===== src/rtl/arm_rf_pkg.sv =====
// arm_rf_pkg: shared constants and types for the ARM register file
package arm_rf_pkg;
  localparam int NUM_REGS = 16;
  localparam int PC_INDEX = 15;
  localparam int PC_STEP = 4;
  localparam int PC_READ_OFFSET = 8;
  typedef logic [31:0] reg_word_t;
  typedef logic [3:0] reg_sel_t;
endpackage


===== src/rtl/rf_read_port.sv =====
// rf_read_port: 16:1 register read mux returning PC+8 for R15
module rf_read_port
  import arm_rf_pkg::*;
#(
  parameter int DATA_WIDTH = 32
) (
  input  logic [DATA_WIDTH-1:0] regs [NUM_REGS],
  input  reg_sel_t              addr,
  output logic [DATA_WIDTH-1:0] data
);
  always_comb data = addr == reg_sel_t'(PC_INDEX) ? regs[addr] + DATA_WIDTH'(PC_READ_OFFSET) : regs[addr];
endmodule


===== src/rtl/arm_register_file.sv =====
// arm_register_file: 16x32 ARM register file with R15 as PC, three read ports
module arm_register_file
  import arm_rf_pkg::*;
#(
  parameter int                    DATA_WIDTH = 32,
  parameter logic [DATA_WIDTH-1:0] PC_RESET   = '0
) (
  input  logic                  clk,
  input  logic                  reset,
  input  logic [15:0]           wr_en,
  input  logic [DATA_WIDTH-1:0] wr_data,
  input  logic                  pc_load,
  input  logic [DATA_WIDTH-1:0] pc_data,
  input  logic                  pc_inc,
  input  reg_sel_t              rd_addr_a,
  input  reg_sel_t              rd_addr_b,
  input  reg_sel_t              rd_addr_c,
  output logic [DATA_WIDTH-1:0] rd_data_a,
  output logic [DATA_WIDTH-1:0] rd_data_b,
  output logic [DATA_WIDTH-1:0] rd_data_c,
  output logic [DATA_WIDTH-1:0] pc_out,
  output logic                  wr_err
);
  logic [DATA_WIDTH-1:0] gpr [PC_INDEX];
  logic [DATA_WIDTH-1:0] regs [NUM_REGS];
  logic [DATA_WIDTH-1:0] pc, pc_next;
  logic multi;
  assign multi = (wr_en & (wr_en - 16'd1)) != 16'd0;
  always_comb pc_next = pc_load ? pc_data : (wr_en[PC_INDEX] && !multi) ? wr_data : pc_inc ? pc + DATA_WIDTH'(PC_STEP) : pc;
  always_ff @(posedge clk) begin
    for (int k = 0; k < PC_INDEX; k++) gpr[k] <= reset ? '0 : (wr_en[k] && !multi) ? wr_data : gpr[k];
    pc <= reset ? PC_RESET : pc_next;
    wr_err <= !reset && (wr_err || multi);
  end
  for (genvar i = 0; i < PC_INDEX; i++) begin : g_regs
    assign regs[i] = gpr[i];
  end
  assign regs[PC_INDEX] = pc;
  assign pc_out = pc;
  rf_read_port #(.DATA_WIDTH(DATA_WIDTH)) u_port_a (.regs(regs), .addr(rd_addr_a), .data(rd_data_a));
  rf_read_port #(.DATA_WIDTH(DATA_WIDTH)) u_port_b (.regs(regs), .addr(rd_addr_b), .data(rd_data_b));
  rf_read_port #(.DATA_WIDTH(DATA_WIDTH)) u_port_c (.regs(regs), .addr(rd_addr_c), .data(rd_data_c));
endmodule


===== config.mk =====
export PLATFORM = sky130hd
export DESIGN_NAME = arm_register_file
export DESIGN_NICKNAME = d
export VERILOG_FILES = /design/src/rtl/arm_rf_pkg.sv /design/src/rtl/rf_read_port.sv /design/src/rtl/arm_register_file.sv
export SDC_FILE = /design/constraint.sdc
export NUM_CORES = 2
export LEC_CHECK = 0
export CAP_MARGIN = 25
export CORE_ASPECT_RATIO = 1.2
export CORE_MARGIN = 1
export CORE_UTILIZATION = 35
export CTS_CLUSTER_DIAMETER = 120
export DETAILED_ROUTE_END_ITERATION = 10
export GPL_TIMING_DRIVEN = 0
export SLEW_MARGIN = 20
export SYNTH_ARGS = -nofsm -noshare
export SYNTH_HDL_FRONTEND = slang
export SYNTH_HIERARCHICAL = 1
export SYNTH_SLANG_ARGS = --single-unit

===== constraint.sdc =====
create_clock -name clk -period 6.21 [get_ports clk]
set_clock_uncertainty 0.2 [all_clocks]
set_input_delay 1.5525 -clock clk [delete_from_list [all_inputs] [get_ports clk]]
set_output_delay 1.5525 -clock clk [all_outputs]
set_load 0.02 [all_outputs]

==> results.json <==
{
  "status": "complete, but fails checks",
  "violations": "design-rule violations, negative setup slack",
  "multi_input_area_mm2": 0.0230,
  "drc": 1,
  "synth_compound_area_frac": 0.0536,
  "synth_simple_gate_area_share": 0.142,
  "required_ns": 4.46,
  "stdcell_count": 4852,
  "tightest_slew_ns": 1.22,
  "wl_met3_um": 20000,
  "wl_um": 165000,
  "p_int_uw": 5810,
  "via_per_inst": 6.31,
  "synth_xor_area_frac": 0.0261,
  "cts_tree": "yes",
  "whs_ns": 0.325,
  "clock_latency_ns": 0.66,
  "rows": 125,
  "numCtsBuffers": 56,
  "die_x_um": 287,
  "layout_min_cycle_time_ns": 7.50,
  "endpoint": "rd_data_c[31]",
  "p_switching_uw": 2410,
  "layout-drive-gt1-share": 0.313,
  "seq_area_mm2": 0.0103,
  "hold_viol": 0,
  "finalMaxSlewViolations": 0,
  "path_class": "in -> out",
  "reg2reg_depth": 8,
  "critical_path_arrival_ns": 5.75,
  "vdd_drop_max_v": 0.000207,
  "syn_to_final_growth_pct": 25.7,
  "fill_cells": 9113,
  "die_y_um": 344,
  "hold_path.class": "reg -> reg",
  "finalNetCount": 3637,
  "ys_seq_area_frac": 0.300,
  "timing.final.crit_share": 1.21,
  "dp_cells": 4602,
  "p_total_uw": 8220,
  "yosys_warnings": 6,
  "coreArea_mm2": 0.0968,
  "setup_ws_ns": -1.29,
  "syn_avg_cell_area_um2": 11.0,
  "grt_antenna_before_repair": 5,
  "grt_max_degree": 15,
  "post-route-util": 0.444,
  "synth_fa_ha_area_frac": 0.00176,
  "fmax_mhz": 133,
  "initial_core_util": 0.353,
  "layout_commonest_cell": "nor2_1",
  "ys_ff_latch": 513,
  "num_io_pins": 225,
  "ant_nets": 0,
  "grt_pass1_vias": 29504,
  "worstReg2RegStart": "pc_out[4]",
  "dr_wl_met2_um": 72000,
  "cp-end-kind": "output pin",
  "gp_congestion": 0.983,
  "r2r-end": "pc_out[23]",
  "h-tree-depth": 2,
  "drt-pass1-iter-count": 11,
  "route.vias.total": 30633,
  "worstHoldStart": "gpr[1][35]",
  "min_path_cells": 2,
  "yosysUniqueCellTypes": 75,
  "synth_fp_nets": 3210,
  "r2r_setup_slack_ns": 3.28,
  "setup-violations-final": 41,
  "syn_area_mm2": 0.0342,
  "synthMuxAreaShare": 0.417,
  "pwr-share-clk": 0.434,
  "synth_edf_count": 0,
  "overflow": 0,
  "startpoint": "rd_addr_c[3]",
  "swShare": 0.293,
  "synth_top_family_by_area": "multiplexers",
  "final_cell_mix": "nor2_1, mux2i_1, dfxtp_1",
  "dieArea_mm2": 0.0989,
  "combPwrFrac": 0.159,
  "dr.first_iter.drc_count": 3995,
  "routed.top_layer": "met5",
  "seqPwrFrac": 0.407,
  "synthCells": 3110,
  "synth_ff_type": "dfxtp_1",
  "cts_buffer_depth": 3,
  "synthArstFlopShare": 0,
  "port_buffers": 213,
  "grt_first_pass_wirelength_um": 226000,
  "slew_headroom": 0.187,
  "wl_per_cell_um": 34.1,
  "power_density_mw_per_mm2": 191,
  "cts.clk_slew.worst_paths_ns": 0.06,
  "worstPathMaxFanout": 10,
  "grt_usage": 0.327,
  "clock-root-buffer": "clkbuf_16",
  "cap_violations": 0,
  "met1_length_um": 57500,
  "dp_hpwl_um": 116000,
  "p_leak_uw": 0.0154,
  "diodes": 0,
  "cts.sinks": 513,
  "cp-start-kind": "input pin",
  "rsz0062_at_grt": "true"
}
per-layer routing:
layer  global-route usage  up-vias
li1                     -    12455
met1                0.380    15109
met2                0.503     2319
met3               0.0989      742
met4                0.259        8
met5                    0        -
kinds of logic (layout without fill, tap and decap cells):
logic type,after synthesis,in the layout
xor+xnor,102,102
simple gates,986,986
flops,513,513
buf+inv,299,771
compound gates,248,248
fa+ha+maj,5,5
mux,957,957
flip-flops by register name, summed over array words and instances, names as in the netlist:
signal	flops
gpr	480
pc_out	32
wr_err	1
metrics by stage:
stage	TNS [ns]	setup WS [ns]	instance area (µm²)
after global routing	-24.96	-1.09	43000
after CTS	-30.93	-1.13	42200
after global placement	-193.60	-3.88	38200
final	-24.21	-1.29	43000
after floorplan	-3.02	-0.154	34500
after detailed placement	-155.83	-3.40	38300
power groups by stage:
stage | clock network [µW] | registers, µW | logic (µW)
final | 3570 | 3350 | 1310
after global routing | 3690 | 3340 | 1310
after global placement | 0 | 3420 | 1110
after floorplan | 0 | 3410 | 578
after CTS | 3570 | 3340 | 1230
after detailed placement | 0 | 3420 | 1120
final cells by class:
type | instances | share of cell area
inverter | 10 | 0.000873
multi-input combinational | 2298 | 0.534
clock buffer | 85 | 0.0391
clock inverter | 18 | 0.00472
timing repair buffer | 369 | 0.0815
sequential | 513 | 0.239
tap | 1270 | 0.0370
buffer | 289 | 0.0636
worst max-delay path, stage by stage:
cell	delay, ns
buf_4	0.21
buf_8	0.23
clkbuf_4	0.24
buf_6	0.23
buf_6	0.25
a211oi_2	0.09
a21oi_2	0.16
ha_2	0.20
nand4_1	0.16
or4_4	0.67
nand2b_4	0.20
nor4_4	0.21
buf_12	0.17
nand4_1	0.52
xnor2_2	0.41
buf_4	0.20
cells in the mapped netlist (6+ instances only):
| library cell | count | area, µm² |
|---|---|---|
| a221o_1 | 12 | 120 |
| nor4b_4 | 16 | 380 |
| buf_8 | 12 | 180 |
| mux2_2 | 39 | 439 |
| a21oi_1 | 21 | 105 |
| and2_1 | 12 | 75.1 |
| buf_4 | 31 | 233 |
| o32ai_1 | 20 | 175 |
| nor2_1 | 599 | 2250 |
| nor3_1 | 10 | 50.1 |
| mux4_2 | 357 | 8040 |
| buf_12 | 6 | 120 |
| nor4_4 | 9 | 191 |
| nand4_1 | 29 | 181 |
| dfxtp_1 | 513 | 10300 |
| nand2b_1 | 15 | 93.8 |
| and3_1 | 6 | 37.5 |
| buf_2 | 53 | 265 |
| a22oi_1 | 49 | 368 |
| mux2i_1 | 549 | 5500 |
| nand2_1 | 129 | 484 |
| o22ai_1 | 40 | 250 |
| o21ai_0 | 30 | 150 |
| clkbuf_1 | 116 | 435 |
| o21ai_1 | 18 | 90.1 |
| inv_1 | 9 | 33.8 |
| nor2b_1 | 37 | 231 |
| mux4_1 | 9 | 236 |
| buf_6 | 62 | 698 |
| xnor2_1 | 78 | 683 |
| xor2_1 | 24 | 210 |
| nand3_1 | 61 | 305 |
| o21a_1 | 7 | 52.6 |
| o22ai_2 | 18 | 225 |
| nand4_2 | 6 | 75.1 |
| a211oi_1 | 11 | 82.6 |
worst min path at each step:
stage,endpoint,slack [ns]
3_3_place_gp,gpr[1][67],0.30
4_1_cts,gpr[1][35],0.33
6_report,gpr[1][35],0.32
5_1_grt,gpr[0][254],0.35
2_1_floorplan,gpr[1][67],0.28
3_5_place_dp,gpr[1][35],0.31
timing repair:
item,in CTS,in global routing
cloned,0,0
hold buffers,0,0
gates resized for setup,552,168
pin swaps,50,43
endpoints found under the setup margin,96,70
buffers inserted,128,32
Power figures use the tool's default switching activity.
